===== config.mk =====
export PLATFORM = sky130hd
export DESIGN_NAME = sht40_convert
export DESIGN_NICKNAME = d
export VERILOG_FILES = /design/src/rtl/sht40_convert_pkg.sv /design/src/rtl/sht40_convert_mul16.sv /design/src/rtl/sht40_convert.sv
export SDC_FILE = /design/constraint.sdc
export NUM_CORES = 1
export LEC_CHECK = 0
export ABC_AREA = 1
export ABC_CLOCK_PERIOD_IN_PS = 3000
export BUFFER_PORTS_ARGS = -buffer_cell sky130_fd_sc_hd__clkbuf_2
export CAP_MARGIN = 25
export CORE_ASPECT_RATIO = 0.8
export CORE_MARGIN = 2
export CORE_UTILIZATION = 55
export DETAILED_ROUTE_END_ITERATION = 16
export PLACE_DENSITY_LB_ADDON = 0.25
export SYNTH_ARGS = -nofsm -noshare
export SYNTH_HDL_FRONTEND = slang
export SYNTH_HIERARCHICAL = 1
export SYNTH_SLANG_ARGS = --single-unit

===== constraint.sdc =====
create_clock -name clk -period 3 [get_ports clk]
set_input_delay 0.3 -clock clk [delete_from_list [all_inputs] [get_ports clk]]
set_output_delay 0.3 -clock clk [all_outputs]
set_load 0.03 [all_outputs]

===== src/rtl/sht40_convert_pkg.sv =====
// Shared definitions for the SHT40 raw-to-fixed-point converter.
// Contents: FSM state encoding, rounding constant, RH clamp limit, Fahrenheit
// pass constants and the round/offset helper used by the SCALE step.
package sht40_convert_pkg;

    typedef enum logic [1:0] {
        ST_IDLE  = 2'd0,
        ST_MUL   = 2'd1,
        ST_SCALE = 2'd2,
        ST_DONE  = 2'd3
    } conv_state_t;

    // Half of 2^16, added before the >>16 so the result rounds to nearest
    localparam logic [31:0] ROUND_CONST = 32'd32768;

    // Upper bound for the humidity result, centi-%RH
    localparam logic signed [16:0] RH_LIMIT = 17'sd10000;

    // Second temperature pass: converts the same raw word to centi-degF
    localparam logic [15:0]        F_SCALE  = 16'd31500;
    localparam logic signed [16:0] F_OFFSET = -17'sd4900;

    // Round the 32-bit product to its upper 16 bits and add the signed offset.
    // The rounded quotient never exceeds 31500, so 17 signed bits are enough.
    function automatic logic signed [16:0] scale_round(
        input logic [31:0]        product,
        input logic signed [16:0] offset
    );
        logic [31:0] rounded;
        rounded = (product + ROUND_CONST) >> 16;
        return signed'(17'(rounded)) + offset;
    endfunction

endpackage


===== src/rtl/sht40_convert_mul16.sv =====
// 16x16 unsigned serial shift-add multiplier, one multiplier bit per cycle,
// LSB first.
// Ports:
//   clk          in   system clock
//   rst_n        in   synchronous active-low reset
//   start        in   load operands and begin a 16-cycle multiply
//   multiplicand in   16-bit operand that is shifted left each step
//   multiplier   in   16-bit operand consumed one bit per step
//   done         out  high during the final accumulate step
//   product      out  32-bit result, final in the cycle after done
module sht40_convert_mul16 (
    input  logic        clk,
    input  logic        rst_n,
    input  logic        start,
    input  logic [15:0] multiplicand,
    input  logic [15:0] multiplier,
    output logic        done,
    output logic [31:0] product
);

    logic [31:0] mcand;
    logic [15:0] mplier;
    logic [31:0] acc;
    logic [3:0]  count;
    logic        busy;

    // Each busy cycle adds the shifted multiplicand when the current
    // multiplier LSB is set; after 16 steps every bit has been consumed.
    always_ff @(posedge clk) begin
        if (!rst_n) begin
            mcand  <= '0;
            mplier <= '0;
            acc    <= '0;
            count  <= '0;
            busy   <= 1'b0;
        end else if (start) begin
            mcand  <= {16'd0, multiplicand};
            mplier <= multiplier;
            acc    <= '0;
            count  <= '0;
            busy   <= 1'b1;
        end else if (busy) begin
            if (mplier[0]) begin
                acc <= acc + mcand;
            end
            mcand  <= mcand << 1;
            mplier <= mplier >> 1;
            count  <= count + 4'd1;
            if (count == 4'd15) begin
                busy <= 1'b0;
            end
        end
    end

    // done marks the last step so the caller can move on with no gap; the
    // accumulator holds the full product from the next cycle on.
    assign done    = busy && (count == 4'd15);
    assign product = acc;

endmodule


===== src/rtl/sht40_convert.sv =====
// Converts raw SHT40 temperature / humidity words into signed centi-degC and
// unsigned centi-%RH using one shared serial multiplier, and reports each
// result with a single-cycle valid pulse.
// Optional feature macro: SHT_CONV_FAHR_EN adds Temp_F_Centi and a second
// multiply pass for Fahrenheit; Temp_Valid then fires after both passes.
// Ports:
//   clk, Reset_N                    clock, synchronous active-low reset
//   Temperature_Output/Temp_Ready_Out  raw S_T word and its ready pulse
//   Humidity_Output/RH_Ready_Out       raw S_RH word and its ready pulse
//   CRC_Error_Out                   high drops any sample readied this cycle
//   Temp_Centi/Temp_Valid           signed centi-degC result and pulse
//   RH_Centi/RH_Valid               unsigned centi-%RH result and pulse
//   Temp_F_Centi                    signed centi-degF (SHT_CONV_FAHR_EN only)
//   Conv_Busy                       converter outside IDLE
//   Overrun                         sticky, a pending sample was overwritten
module sht40_convert
    import sht40_convert_pkg::*;
#(
    parameter int T_SCALE   = 17500,
    parameter int T_OFFSET  = -4500,
    parameter int RH_SCALE  = 12500,
    parameter int RH_OFFSET = -600,
    parameter int RH_CLAMP  = 1
) (
    input  logic        clk,
    input  logic        Reset_N,
    input  logic [15:0] Temperature_Output,
    input  logic [15:0] Humidity_Output,
    input  logic        Temp_Ready_Out,
    input  logic        RH_Ready_Out,
    input  logic        CRC_Error_Out,
    output logic [15:0] Temp_Centi,
    output logic        Temp_Valid,
    output logic [15:0] RH_Centi,
    output logic        RH_Valid,
    output logic        Conv_Busy,
`ifdef SHT_CONV_FAHR_EN
    output logic [15:0] Temp_F_Centi,
`endif
    output logic        Overrun
);

    localparam logic [15:0]        T_SCALE_W  = 16'(T_SCALE);
    localparam logic [15:0]        RH_SCALE_W = 16'(RH_SCALE);
    localparam logic signed [16:0] T_OFF_W    = 17'(T_OFFSET);
    localparam logic signed [16:0] RH_OFF_W   = 17'(RH_OFFSET);

    conv_state_t state, next_state;

    logic [15:0] pending_t, pending_rh;
    logic        flag_t, flag_rh;
    logic        cap_t, cap_rh;
    logic        take_t, take_rh;
    logic        cur_rh;
    logic        launch;

    logic        mul_start, mul_done;
    logic [15:0] mul_mcand, mul_mplier;
    logic [31:0] mul_product;

    logic signed [16:0] pass_offset;
    logic signed [16:0] scaled;
    logic [15:0]        rh_result;

`ifdef SHT_CONV_FAHR_EN
    logic        f_pass;
    logic        fahr_start;
    logic [15:0] cur_sample;
    logic [15:0] temp_c_hold;
`endif

    assign cap_t  = Temp_Ready_Out & ~CRC_Error_Out;
    assign cap_rh = RH_Ready_Out & ~CRC_Error_Out;

    sht40_convert_mul16 u_mul (
        .clk          (clk),
        .rst_n        (Reset_N),
        .start        (mul_start),
        .multiplicand (mul_mcand),
        .multiplier   (mul_mplier),
        .done         (mul_done),
        .product      (mul_product)
    );

    // Next-state and output decode. Both IDLE and the final DONE cycle can
    // launch a new conversion, so a queued RH sample follows a temperature
    // result with no idle gap. Temperature always wins the selection.
    always_comb begin
        next_state = state;
        launch     = 1'b0;
        mul_start  = 1'b0;
        take_t     = 1'b0;
        take_rh    = 1'b0;
        mul_mcand  = T_SCALE_W;
        mul_mplier = pending_t;
        Temp_Valid = 1'b0;
        RH_Valid   = 1'b0;
        Conv_Busy  = (state != ST_IDLE);
`ifdef SHT_CONV_FAHR_EN
        fahr_start = 1'b0;
`endif
        case (state)
            ST_IDLE: begin
                launch = 1'b1;
            end
            ST_MUL: begin
                if (mul_done) begin
                    next_state = ST_SCALE;
                end
            end
            ST_SCALE: begin
                next_state = ST_DONE;
            end
            ST_DONE: begin
`ifdef SHT_CONV_FAHR_EN
                if (!cur_rh && !f_pass) begin
                    fahr_start = 1'b1;
                    mul_start  = 1'b1;
                    mul_mcand  = F_SCALE;
                    mul_mplier = cur_sample;
                    next_state = ST_MUL;
                end else begin
                    Temp_Valid = ~cur_rh;
                    RH_Valid   = cur_rh;
                    next_state = ST_IDLE;
                    launch     = 1'b1;
                end
`else
                Temp_Valid = ~cur_rh;
                RH_Valid   = cur_rh;
                next_state = ST_IDLE;
                launch     = 1'b1;
`endif
            end
            default: begin
                next_state = ST_IDLE;
            end
        endcase

        if (launch) begin
            if (flag_t) begin
                take_t     = 1'b1;
                mul_start  = 1'b1;
                mul_mcand  = T_SCALE_W;
                mul_mplier = pending_t;
                next_state = ST_MUL;
            end else if (flag_rh) begin
                take_rh    = 1'b1;
                mul_start  = 1'b1;
                mul_mcand  = RH_SCALE_W;
                mul_mplier = pending_rh;
                next_state = ST_MUL;
            end
        end
    end

    // Offset for the pass currently in the multiplier, then round/offset and
    // the optional humidity clamp.
    always_comb begin
        pass_offset = cur_rh ? RH_OFF_W : T_OFF_W;
`ifdef SHT_CONV_FAHR_EN
        if (!cur_rh && f_pass) begin
            pass_offset = F_OFFSET;
        end
`endif
        scaled    = scale_round(mul_product, pass_offset);
        rh_result = scaled[15:0];
        if (RH_CLAMP != 0) begin
            if (scaled < 17'sd0) begin
                rh_result = 16'd0;
            end else if (scaled > RH_LIMIT) begin
                rh_result = RH_LIMIT[15:0];
            end
        end
    end

    // State, capture registers and results. A capture in the same cycle the
    // channel is selected keeps its flag set, so the new sample is converted
    // next; that case is not an overrun because the old sample was consumed.
    always_ff @(posedge clk) begin
        if (!Reset_N) begin
            state       <= ST_IDLE;
            pending_t   <= '0;
            pending_rh  <= '0;
            flag_t      <= 1'b0;
            flag_rh     <= 1'b0;
            cur_rh      <= 1'b0;
            Temp_Centi  <= '0;
            RH_Centi    <= '0;
            Overrun     <= 1'b0;
`ifdef SHT_CONV_FAHR_EN
            f_pass       <= 1'b0;
            cur_sample   <= '0;
            temp_c_hold  <= '0;
            Temp_F_Centi <= '0;
`endif
        end else begin
            state <= next_state;

            if (cap_t) begin
                pending_t <= Temperature_Output;
                flag_t    <= 1'b1;
                if (flag_t && !take_t) begin
                    Overrun <= 1'b1;
                end
            end else if (take_t) begin
                flag_t <= 1'b0;
            end

            if (cap_rh) begin
                pending_rh <= Humidity_Output;
                flag_rh    <= 1'b1;
                if (flag_rh && !take_rh) begin
                    Overrun <= 1'b1;
                end
            end else if (take_rh) begin
                flag_rh <= 1'b0;
            end

            if (mul_start) begin
`ifdef SHT_CONV_FAHR_EN
                if (fahr_start) begin
                    f_pass <= 1'b1;
                end else begin
                    f_pass     <= 1'b0;
                    cur_sample <= mul_mplier;
                    cur_rh     <= take_rh;
                end
`else
                cur_rh <= take_rh;
`endif
            end

            if (state == ST_SCALE) begin
                if (cur_rh) begin
                    RH_Centi <= rh_result;
                end else begin
`ifdef SHT_CONV_FAHR_EN
                    if (!f_pass) begin
                        temp_c_hold <= scaled[15:0];
                    end else begin
                        Temp_Centi   <= temp_c_hold;
                        Temp_F_Centi <= scaled[15:0];
                    end
`else
                    Temp_Centi <= scaled[15:0];
`endif
                end
            end
        end
    end

endmodule


# Word level (Yosys, flattened, before mapping)
# Index checks and enable logic that the tools add are counted.
[word_totals] memories=0 mem_bits_ro=0 latchBits=0 output_inout_bits=36 ff_bits=155 ramBits=0 wordCells=84 inputBits=37
[classes] magnitude_cmp=2 n_mux=39 eq_ne=4 bitwise_logic=5 div=0 n_reduce_logical=15 n_shift=0 mul=0 addsub=4
[ops] op="$mux 16" n=9
[ops] op="$mux 15" n=3
[ops] op="$add 32x16->32 const B" n=1
[ops] op="$add 32x32->32" n=1
[ops] op="$mux 1" n=21
[ops] op="$add 17x14->17" n=1
[ops] op="$gt 17x15->1 const B" n=1
[ops] op="$lt 17x1->1 const B" n=1
[ops] op="$mux 13" n=1
[ops] op="$mux 2" n=4
[ops] op="$reduce_bool 2->1" n=4
[ops] op="$pmux 2 s3" n=1
[ops] op="$reduce_and 2->1" n=3
[ops] op="$add 4x1->4 const B" n=1
[ops] op="$eq 2x2->1 const B" n=2
[ops] op="$eq 4x4->1 const B" n=1
[ops] op="$reduce_or 2->1" n=2
[ops] op="$logic_and 1x1->1" n=3
[ops] op="$not 1->1" n=3
[ops] op="$and 1x1->1" n=2
[ops] op="$eq 2x1->1 const B" n=1
[ops] op="$logic_not 1->1" n=2
[ops] op="$logic_not 2->1" n=1

# Longest topological paths before layout
[logic_depth] depth_word=10 ltp_mapped=22 ltp_nobuf=21

# Modules after synthesis
# Netlist, hierarchy kept.
[modules_own_cells] mod="sht40_convert_mul16" n_inst=1 cells_each=964 area_per_inst_um2=5803.1 seq_area_each_um2=1701.6
[modules_own_cells] mod="sht40_convert" n_inst=1 cells_each=607 area_per_inst_um2=3906.2 seq_area_each_um2=1401.3

# Worst setup path before layout
# Ideal clock, no wire load.
[synth_timing] path_type="register to register" start="register u_mul.acc[16], in the netlist u_mul/product[16]" end="register RH_Centi[13]" stages_incl_launch_ff=21 required_time_ns=2.868 synth_period_minus_slack_ns=2.813 path_slack_ns=0.187 setup_ns=0.132 arrival_time_ns=2.681 cell_sequence="dfxtp_1 -> ha_1 -> nand3_2 -> nor2_2 -> inv_1 -> nor3_1 -> xor2_1 -> ha_1 -> nand2_1 -> nor2_1 -> a211oi_2 -> nand4_2 -> nand2_2 -> nand2_1 -> nand2_1 -> nand2_2 -> nor2_4 -> buf_6 -> nand2_1 -> nand2_1 -> a21oi_1"
[synth_via] elab_chain_len=5 word_cells_on_any_way=6 classes_between="2 x add/sub; 2 x order compare; 2 x mux"
[synth_lines] element="from (decl)" line_no="sht40_convert_mul16.sv:23" source="logic [31:0] acc;"
[synth_lines] element="from (signal assigned)" line_no="sht40_convert_mul16.sv:44" source="acc <= acc + mcand;"
[synth_lines] element="$add 32x16->32 (*)" line_no="sht40_convert_pkg.sv:30" source="rounded = (product + ROUND_CONST) >> 16;"
[synth_lines] element="$add 17x14->17 (*)" line_no="sht40_convert_pkg.sv:31" source="return signed'(17'(rounded)) + offset;"
[synth_lines] element="$gt 17x15->1" line_no="sht40_convert.sv:171" source="end else if (scaled > RH_LIMIT) begin"
[synth_lines] element="$mux 16" line_no="sht40_convert.sv:171"
[synth_lines] element="$mux 16 (*)" line_no="sht40_convert.sv:169" source="if (scaled < 17'sd0) begin"
[synth_lines] element="to (signal assigned)" line_no="sht40_convert.sv:236" source="RH_Centi <= rh_result;"
[synth_lines] element="to (decl)" line_no="sht40_convert.sv:34" source="output logic [15:0] RH_Centi,"
# Every way passes the cells marked *; elsewhere a longest branch is shown, timed or not.
# A chain may end at the register's enable or synchronous reset.

# Final worst setup path
[layout_timing] start="register u_mul.acc[16], in the netlist u_mul/product[16]" end="register RH_Centi[10]"
# The elaborated chain is that of the path after synthesis.

==> results.sh <==
export IMPL_drc_errors=0
export IMPL_cts_sinks=155
export IMPL_fin_skew_ns=0.01242
export IMPL_drv_slew=0
export IMPL_rows=43
export IMPL_io_buffers=72
export IMPL_ios=73
export IMPL_grt_antenna_before_repair=0
export IMPL_avgSynthCellArea_um2=6.180
export IMPL_hold_ws_ns=0.1112
export IMPL_instances_no_fill=1898
export IMPL_antenna_cells=0
export IMPL_ys_flop_type="dfxtp_1"
export IMPL_viasPerCell=5.163
export IMPL_grt_pass1_wl_um=41410
export IMPL_holdPathStages=3
export IMPL_rsz0062_at_grt="yes"
export IMPL_tns_ns=0
export IMPL_fin_nets=1742
export IMPL_critPathArrivalTime_ns=3.23
export IMPL_drtIter0Drc=839
export IMPL_post_cts_hold_buffer_count=0
export IMPL_relSlewSlack_pct=45.94
export IMPL_fin_crit_sh_pct=98.49
export IMPL_core_um2=17320
export IMPL_max_freq_ghz=0.3385
export IMPL_finalSetupViolations=0
export IMPL_initial_core_util_pct=56.05
export IMPL_min_path_type="in2reg"
export IMPL_synthArstFlopShare_pct=0
export IMPL_seq_area_frac_synth_pct=31.96
export IMPL_r2r_cells=22
export IMPL_finalWirelength_um=25280
export IMPL_final_core_utilization_pct=64.63
export IMPL_setup_slack_ns=0.04541
export IMPL_crit_type="reg2reg"
export IMPL_drive_gt1_share_pct=13.75
export IMPL_cts_root_buf="clkbuf_16"
export IMPL_status="complete, no violations"
export IMPL_crit_required_ns=3.28
export IMPL_area_delta_synth_final_pct=15.32
export IMPL_gp_congestion=0.9002
export IMPL_ir_drop_mv=0.3794
export IMPL_cts_tree="yes"
export IMPL_track_usage_pct=26.87
export IMPL_ys_ff_latch=155
export IMPL_synthCells=1571
export IMPL_place_inst=1854
export IMPL_numCtsBuffers=17
export IMPL_synth_cell_types=48
export IMPL_power_density_nw_per_um2=439.6
export IMPL_post_dp_cell_area_um2=10340
export IMPL_dieArea_um2=18740
export IMPL_clk_path_buf_depth=2
export IMPL_yosysWarnings=6
export IMPL_grt_pass1_vias=8805
export IMPL_maxCapViolCount=0
export IMPL_p_leak_nw=5.942
export IMPL_tightest_slew_ns=0.8100
export IMPL_grt_overflow_total=0
export IMPL_num_vias=9800
export IMPL_avgRoutedWirePerCell_um=13.32
export IMPL_place_ws_ns=-0.1258
export IMPL_fin_area_um2=11200
export IMPL_clk_latency_ns=0.43
export IMPL_syn_area_um2=9709
export IMPL_dr_pass1_iters=5
export IMPL_cp_end_kind="register"
export IMPL_hold_violations=0
export IMPL_worstPathMaxFanout=12
export IMPL_die_width_um=152.6
export IMPL_start_kind="register"
export IMPL_htreeDepth=4
export IMPL_synth_edf_count=0
export IMPL_antenna_left=0
export IMPL_grt_max_degree=70
export IMPL_dpl_hpwl_um=18140
export IMPL_fp_dieH_um=122.8
export IMPL_total_power_mw=4.922
export IMPL_clk_pin_slew_ns=0.07
export IMPL_period_minus_slack_ns=2.955
## cell usage after synthesis, drive strengths merged (7+ instances only)
library cell	count	share of area [%]
a22oi	15	1.2
o211ai	13	1.0
clkbuf	27	1.1
nand2	516	21
nand4	23	1.5
buf	18	1.1
dfxtp	155	32
a21oi	74	4.0
nand3	74	4.1
nor2	229	9.4
nor3	7	0.52
o21ai	75	3.9
xor2	16	1.4
ha	44	5.7
inv	252	9.7
## worst paths after layout
check / from / to / slack, ns
setup / recovery: u_mul/product[16]$_SDFFE_PP0P_ / RH_Centi[10]$_SDFFE_PN0P_ / 0.05
hold / removal: Temperature_Output[12] / pending_t[12]$_SDFFE_PN0P_ / 0.11
setup reg to reg: u_mul/product[16]$_SDFFE_PP0P_ / RH_Centi[10]$_SDFFE_PN0P_ / 0.05
hold reg to reg: RH_Centi[14]$_SDFFE_PN0P_ / RH_Centi[14]$_SDFFE_PN0P_ / 0.43
## layout make-up
class                      count  area, um^2
fill                        1600        6127
multi-input combinational   1123        5573
sequential                   155        3112
inverter                     257       967.2
timing repair buffer         106       644.4
clock buffer                  17       425.4
tap                          225       281.5
clock inverter                15       193.9
## report_power, final
part,internal [mW],total (mW),switching (mW)
combinational,0.173,0.517,0.344
sequential,2.13,2.18,0.0501
clock,1.20,2.23,1.02
## cell families after synthesis
group	count (synthesis)	share of synthesized area, %
flops	155	31.96
buf+inv	302	12.16
fa+ha+maj	45	5.876
other cells	2	0.07735
xor+xnor	20	1.804
simple gates	854	36.82
compound gates	193	11.30
## state kept, by name, indices dropped and copies added (netlist names)
| name | count |
|---|---|
| u_mul/mplier | 16 |
| u_mul/busy | 1 |
| u_mul/mcand | 32 |
| flag_rh | 1 |
| pending_t | 16 |
| pending_rh | 16 |
| Overrun | 1 |
| Temp_Centi | 16 |
| RH_Centi | 16 |
| flag_t | 1 |
| u_mul/product | 32 |
| u_mul/count | 4 |
| cur_rh | 1 |
| state | 2 |
## critical path: stages (launching register included)
cell and delay, ns:
dfxtp_2 0.35, buf_4 0.13, nand2_1 0.09, nor2_4 0.16
nand2_2 0.11, clkinv_2 0.07, nand2_1 0.06, o22ai_1 0.12
inv_1 0.09, ha_4 0.23, nand2_1 0.09, nor2_1 0.06
a211oi_2 0.26, nand4_2 0.18, nand2_2 0.12, nand2_1 0.05
nand2_1 0.06, nand2_2 0.07, nor2_4 0.13, buf_12 0.15
nand3_2 0.07, nand2_1 0.08, a21oi_1 0.07
## layer usage
layer	GRT usage, %	routed length [um]
met5	0	0
met4	8.218	439
met3	4.979	1427
met2	43.41	11430
met1	36.89	11980
## what timing repair did
item,4_1_cts,5_1_grt
endpoints found under the setup margin,14,15
cloned,1,0
pin swaps,4,24
buffers inserted,2,9
resized for setup,9,23
## cells in the final DEF, fill, tap and decap left out, types with 5 or more instances in the layout
cell,Yosys,final
buf_4,2,31
a22oi_1,15,15
nand2_2,29,32
clkbuf_16,0,17
clkinv_8,0,5
conb_1,2,10
ha_1,44,41
a31oi_1,5,5
nor2_4,3,7
dfxtp_2,0,7
nand4_1,22,22
xor2_1,16,16
nand3_1,68,66
nand3_2,6,7
clkbuf_2,0,72
a21oi_1,70,69
o21ai_0,70,70
nand2_4,3,6
inv_2,4,5
nor2_1,215,214
o211ai_1,13,13
nand2_1,484,479
inv_1,248,247
dfxtp_1,155,148
nor2_2,11,8
inv_6,0,6
(Power assumes the default switching activity.)
